## config.mk

```make
export PLATFORM = sky130hd
export DESIGN_NAME = id_hazard_ctrl
export DESIGN_NICKNAME = d
export VERILOG_FILES = /design/src/rtl/id_pkg.sv /design/src/rtl/id_hazard_ctrl_load_use_detect.sv /design/src/rtl/id_hazard_ctrl.sv
export SDC_FILE = /design/constraint.sdc
export NUM_CORES = 1
export LEC_CHECK = 0
export BUFFER_PORTS_ARGS = -buffer_cell sky130_fd_sc_hd__buf_2
export CAP_MARGIN = 20
export CORE_ASPECT_RATIO = 1.25
export CORE_UTILIZATION = 25
export CTS_BUF_LIST = sky130_fd_sc_hd__clkbuf_2 sky130_fd_sc_hd__clkbuf_4 sky130_fd_sc_hd__clkbuf_8
export DETAILED_ROUTE_END_ITERATION = 10
export PLACE_DENSITY_LB_ADDON = 0.12
export RECOVER_POWER = 25
export SYNTH_ARGS = -nofsm -noshare
export SYNTH_HDL_FRONTEND = slang
export SYNTH_HIERARCHICAL = 1
export SYNTH_SLANG_ARGS = --single-unit
```

## constraint.sdc

```tcl
create_clock -name clk -period 1.95 [get_ports clk]
set_input_delay 0.2925 -clock clk [delete_from_list [all_inputs] [get_ports clk]]
set_output_delay 0.2925 -clock clk [all_outputs]
set_load 0.05 [all_outputs]
```

## src/rtl/id_pkg.sv

```systemverilog
// Shared decode-stage definitions: opcode constants, immediate-extension
// encodings, hazard FSM state encoding and the ext_mode decode helper.
package id_pkg;

    localparam logic [5:0] OP_RTYPE = 6'h00;
    localparam logic [5:0] OP_BEQ   = 6'h04;
    localparam logic [5:0] OP_BNE   = 6'h05;
    localparam logic [5:0] OP_ANDI  = 6'h0C;
    localparam logic [5:0] OP_ORI   = 6'h0D;
    localparam logic [5:0] OP_XORI  = 6'h0E;
    localparam logic [5:0] OP_LUI   = 6'h0F;
    localparam logic [5:0] OP_SW    = 6'h2B;

    // 2'b11 is reserved and never produced by the decoder.
    typedef enum logic [1:0] {
        EXT_SIGN = 2'b00,
        EXT_ZERO = 2'b01,
        EXT_LUI  = 2'b10
    } ext_mode_e;

    typedef enum logic {
        ST_RUN   = 1'b0,
        ST_STALL = 1'b1
    } hz_state_e;

    // Logical immediates are zero-extended, lui shifts into the upper half,
    // everything else (arithmetic, loads, stores, branches) sign-extends.
    function automatic logic [1:0] decode_ext_mode(input logic [5:0] op);
        logic [1:0] mode;
        case (op)
            OP_ANDI, OP_ORI, OP_XORI: mode = EXT_ZERO;
            OP_LUI:                   mode = EXT_LUI;
            default:                  mode = EXT_SIGN;
        endcase
        return mode;
    endfunction

endpackage

```

## src/rtl/id_hazard_ctrl_load_use_detect.sv

```systemverilog
// Combinational load-use hazard detector: compares the ID-stage source
// registers against the destination of a load sitting in EX.
module load_use_detect
    import id_pkg::*;
(
    input  logic       instr_valid,
    input  logic [5:0] opcode,
    input  logic [4:0] rs,
    input  logic [4:0] rt,
    input  logic       ex_mem_read,
    input  logic [4:0] ex_rt,
    output logic       hazard
);

    logic [4:0] rs_eq_bits;
    logic [4:0] rt_eq_bits;
    logic       rs_match;
    logic       rt_match;
    logic       uses_rt;

    // Per-bit equality so the match reduces to a single AND tree.
    generate
        for (genvar gi = 0; gi < 5; gi++) begin : g_cmp
            assign rs_eq_bits[gi] = ~(rs[gi] ^ ex_rt[gi]);
            assign rt_eq_bits[gi] = ~(rt[gi] ^ ex_rt[gi]);
        end
    endgenerate

    assign rs_match = &rs_eq_bits;
    assign rt_match = &rt_eq_bits;

    // rt is a true source only for R-type, the two compare-branches and sw;
    // for I-type ALU ops and loads it is the destination.
    always_comb begin
        case (opcode)
            OP_RTYPE, OP_BEQ, OP_BNE, OP_SW: uses_rt = 1'b1;
            default:                         uses_rt = 1'b0;
        endcase
    end

    // $zero is never a real dependency.
    assign hazard = instr_valid & ex_mem_read & (|ex_rt) &
                    (rs_match | (uses_rt & rt_match));

endmodule

```

## src/rtl/id_hazard_ctrl.sv

```systemverilog
// Decode-stage hazard controller: immediate-extension decode, load-use stall
// sequencing and taken-branch flush. Optional stall performance counter is
// built only when ID_STALL_PERF_EN is defined; otherwise stall_cycles is 0.
module id_hazard_ctrl
    import id_pkg::*;
#(
    parameter int LOAD_STALL_CYCLES = 1,
    parameter int PERF_W            = 16
) (
    input  logic              clk,
    input  logic              reset,
    input  logic              instr_valid,
    input  logic [5:0]        opcode,
    input  logic [4:0]        rs,
    input  logic [4:0]        rt,
    input  logic              ex_mem_read,
    input  logic [4:0]        ex_rt,
    input  logic              branch_taken,
    output logic [1:0]        ext_mode,
    output logic              pc_write,
    output logic              ifid_write,
    output logic              ifid_flush,
    output logic              idex_bubble,
    output logic [PERF_W-1:0] stall_cycles
);

    // Bubbles still owed after the first (Mealy) hazard cycle.
    localparam logic [1:0] STALL_INIT = 2'(LOAD_STALL_CYCLES - 1);

    hz_state_e  state_reg, state_next;
    logic [1:0] cnt_reg, cnt_next;
    logic       hazard;

    load_use_detect u_detect (
        .instr_valid (instr_valid),
        .opcode      (opcode),
        .rs          (rs),
        .rt          (rt),
        .ex_mem_read (ex_mem_read),
        .ex_rt       (ex_rt),
        .hazard      (hazard)
    );

    assign ext_mode = decode_ext_mode(opcode);

    // Next-state: a taken branch aborts any stall; otherwise count down bubbles.
    always_comb begin
        state_next = state_reg;
        cnt_next   = cnt_reg;
        if (branch_taken) begin
            state_next = ST_RUN;
            cnt_next   = 2'd0;
        end else begin
            case (state_reg)
                ST_RUN: begin
                    if (hazard && (LOAD_STALL_CYCLES > 1)) begin
                        state_next = ST_STALL;
                        cnt_next   = STALL_INIT;
                    end
                end
                ST_STALL: begin
                    cnt_next = cnt_reg - 2'd1;
                    if (cnt_reg == 2'd1) begin
                        state_next = ST_RUN;
                    end
                end
                default: begin
                    state_next = ST_RUN;
                    cnt_next   = 2'd0;
                end
            endcase
        end
    end

    // Pipeline controls; reset forces free-running defaults even if inputs
    // would otherwise signal a hazard.
    always_comb begin
        pc_write    = 1'b1;
        ifid_write  = 1'b1;
        ifid_flush  = 1'b0;
        idex_bubble = 1'b0;
        if (!reset) begin
            if (branch_taken) begin
                ifid_flush  = 1'b1;
                idex_bubble = 1'b1;
            end else if ((state_reg == ST_STALL) || hazard) begin
                pc_write    = 1'b0;
                ifid_write  = 1'b0;
                idex_bubble = 1'b1;
            end
        end
    end

    // FSM state and bubble counter.
    always_ff @(posedge clk or posedge reset) begin
        if (reset) begin
            state_reg <= ST_RUN;
            cnt_reg   <= 2'd0;
        end else begin
            state_reg <= state_next;
            cnt_reg   <= cnt_next;
        end
    end

`ifdef ID_STALL_PERF_EN
    logic [PERF_W-1:0] perf_reg;

    // Saturating count of cycles in which the PC was held.
    always_ff @(posedge clk or posedge reset) begin
        if (reset) begin
            perf_reg <= '0;
        end else if (!pc_write && (perf_reg != {PERF_W{1'b1}})) begin
            perf_reg <= perf_reg + 1'b1;
        end
    end

    assign stall_cycles = perf_reg;
`else
    assign stall_cycles = '0;
`endif

endmodule

```

==> run_results.csv <==
group,metric,value,unit
outcome,outcome,"complete, but fails checks",
outcome,violations,"setup timing",
clocking,clock_latency,0.22,ns
die,chipWidth,40.5,µm
worst_setup_path,critical_path_peak_fanout,3,
placed_design,gp_routability_congestion,0.690,
cells_and_area,num_antenna_cells,0,
global_routing,grt-ovfl-total,0,
drt,post_route_drc_violation_count,0,
yosys,synth_xor_xnor_area_share,20.8,%
drt,num_vias,483,
worst_setup_path,critical_path.most_common_cell,"buf_6",
cells_and_area,layout.filler_cells,184,
timing,clock-skew-final,0.000145,ns
global_routing,number_of_antenna_violations_at_the_first_check_in_global_routing,0,
worst_setup_path,timing.reg2reg.setup_slack,0.98,ns
worst_setup_path,cpPeakStageDelay,0.41,ns
yosys,synth_adder_area_share,2.70,%
worst_setup_path,crit_chain,"buf_6 -> nor2b_4 -> or4_1 -> a2111o_1 -> a21oi_2 -> buf_4 -> o21ai_4 -> buf_6",
timing,period_minus_slack,2.10,ns
clocking,clkSinkCount,3,
drt,drtIter0Drc,1,
cells_and_area,postLayoutCoreUtil,43.7,%
timing,slew_viol_final,0,
drt,wl_per_cell,7.99,µm
worst_setup_path,startpoint_type,"input pin",
yosys,post_synth.cell_area_avg,7.98,µm²
die,num_io_pins,48,
cells_and_area,layout.cells.most_common_list,"buf_2, conb_1, buf_4, xnor2_1, buf_6",
cells_and_area,max_reg_flops,2,
timing,setup-tns-final,-0.425,ns
timing,finalSetupViolations,3,
yosys,synth_largest_type_area_fraction,27.6,%
yosys,synth.mux.area_fraction,2.16,%
placed_design,hpwlAfterDp,817,µm
timing,grt_setup_unrepaired,"yes",
die,vertical_die_dimension,50.1,µm
drt,final_antenna_net_count,0,
global_routing,global_route.usage.total,10.8,%
yosys,synth_seq_cells,3,
yosys,synth_compound_area_share,7.30,%
worst_setup_path,timing.setup.critical_path_class,"input pin to output pin",
worst_setup_path,critPathCaptureType,"output pin",
power_and_ir_drop,finalPower,353,µW
yosys,synth_top_area_cell,"buf_4",
job,max_cap_viol_count,0,
global_routing,grt_first_pass_wirelength,1570,µm
die,core_area,0.00174,mm²
cells_and_area,flow.area_growth_from_synthesis,64.6,%
clocking,cts_root_buffer,"clkbuf_4",
power_and_ir_drop,p_leak,0.385,nW
cells_and_area,layout-drive-gt1-share,49.0,%
yosys,synth.yosys.warnings,6,
die,floorplan.initialDensity,26.5,%
yosys,synth.area.top_cells,"buf_4, dfrtp_1, xnor2_1",
clocking,path_clk_slew,0.04,ns
worst_setup_path,cpLargestDelayFamily,"compound AO/OA/AOI/OAI gates",
timing,final_worst_path_period_share,108,%
yosys,synth_cells,58,
clocking,ctsLongestPathBuffers,2,
clocking,tritoncts,"built",
worst_setup_path,timing.critical_path.slowest_stage_cell,"or4_1",
die,rows,17,
timing,max_freq,475,MHz
clocking,tritoncts.num_buffers,3,
yosys,synth-seq-area-share,16.2,%
yosys,yosys.cell_types.count,21,
yosys,synth_top_family_by_area,"buffers and inverters",
drt,routed_wirelength,967,µm
timing,timing_hold_violations_final,0,
power_and_ir_drop,ir_drop,0.364,mV
die,dieArea,0.00203,mm²
timing,post-route-worst-setup-slack,-0.155,ns
cells_and_area,mostFrequentLayoutCell,"buf_2",
yosys,post_synth_and_or_nand_nor_area_fraction,20.8,%
worst_hold_path,hp-class,"input pin to flip-flop",
worst_setup_path,worst_endpoint_data_arrival_time,1.81,ns
worst_setup_path,worstPathBufferInverterCount,3,
clocking,cts.htree.levels,1,
worst_setup_path,worst_ep_required_time,1.66,ns
drt,post_drt_via_cell_ratio,3.99,
cells_and_area,finish.net_count,130,
drt,detailed_router_iteration_count_before_antenna_repair,4,
placed_design,place.port_buffers,31,
yosys,synth_area,463,µm²
global_routing,first_global_vias,469,
power_and_ir_drop,power_density,463,mW/mm²
global_routing,maximum_number_of_pins_on_one_net_before_global_route_repair,7,
cell usage after synthesis (all sizes together):
library cell / number
conb: 1
nand2: 1
nor2: 5
nand4bb: 1
nand4: 2
a21oi: 2
nand3: 1
nor3b: 1
xnor2: 7
mux2i: 1
xor2: 4
a2111o: 1
buf: 17
o21ai: 1
or4: 2
inv: 2
o211ai: 1
nor2b: 2
ha: 1
dfrtp: 3
nor3: 2
power by group:
group	internal, mW	total [mW]	leakage, nW	switching, mW
clock	0.0903	0.118	0.0184	0.0281
sequential	0.0626	0.0626	0.0419	0.0000000000000000563
combinational	0.0581	0.172	0.325	0.113
total	0.211	0.353	0.385	0.142
area by class of cell:
| class | instances | area, µm² | share of cell area (%) |
|---|---|---|---|
| inverters | 2 | 7.51 | 0.985 |
| clock buffers | 4 | 30.0 | 3.94 |
| well taps | 19 | 23.8 | 3.12 |
| multi-input cells | 51 | 344 | 45.2 |
| flip-flops and latches | 3 | 75.1 | 9.85 |
| repair buffers | 42 | 282 | 36.9 |
what timing repair did:
| item | CTS | global route |
|---|---|---|
| endpoints found under the setup margin | 3 | 3 |
| buffers inserted | 1 | 3 |
| hold buffers | 1 | 0 |
| pin swaps | 1 | 1 |
| endpoints found under the hold margin | 3 | 0 |
| gates resized for setup | 11 | 1 |
path summary, 6_finish.rpt:
check                             start         end  cells past startpoint
min reg2reg                  cnt_reg[1]  cnt_reg[1]                      2
max in group asynchronous         reset  cnt_reg[0]                      3
max reg2reg                  cnt_reg[0]  cnt_reg[1]                      3
min                        branch_taken  cnt_reg[0]                      2
min in group asynchronous         reset   state_reg                      3
max                           opcode[0]  ifid_write                      8
through the flow:
stage	std cells	hold slack (ns)	setup WS, ns	cell area (µm²)
global route	121	0.324	-0.189	762
global placement	112	0.214	-0.264	643
finish	121	0.303	-0.155	762
detailed placement	112	0.209	-0.275	643
CTS	118	0.299	-0.164	736
floorplan	73	0.0461	-0.104	551
kinds of logic (layout without fill, tap and decap cells):
kind of cell	count (synthesis)	in the layout
muxes	1	1
xor gates and xnor gates	11	11
AOI/OAI and AO/OA	5	5
other	1	16
DFF	3	3
and+or+nand+nor	17	17
buffers and inverters	19	48
adders and majority gates	1	1
layer usage:
metal	part of all wire [%]	GRT usage [%]	wire (µm)	up-vias
met5	0	0	0	-
met1	37	9.92	362	205
li1	-	-	-	251
met2	56	20.9	544	27
met3	6.2	1.35	60	0
met4	0	5.00	0	0
(Power assumes the default switching activity.)
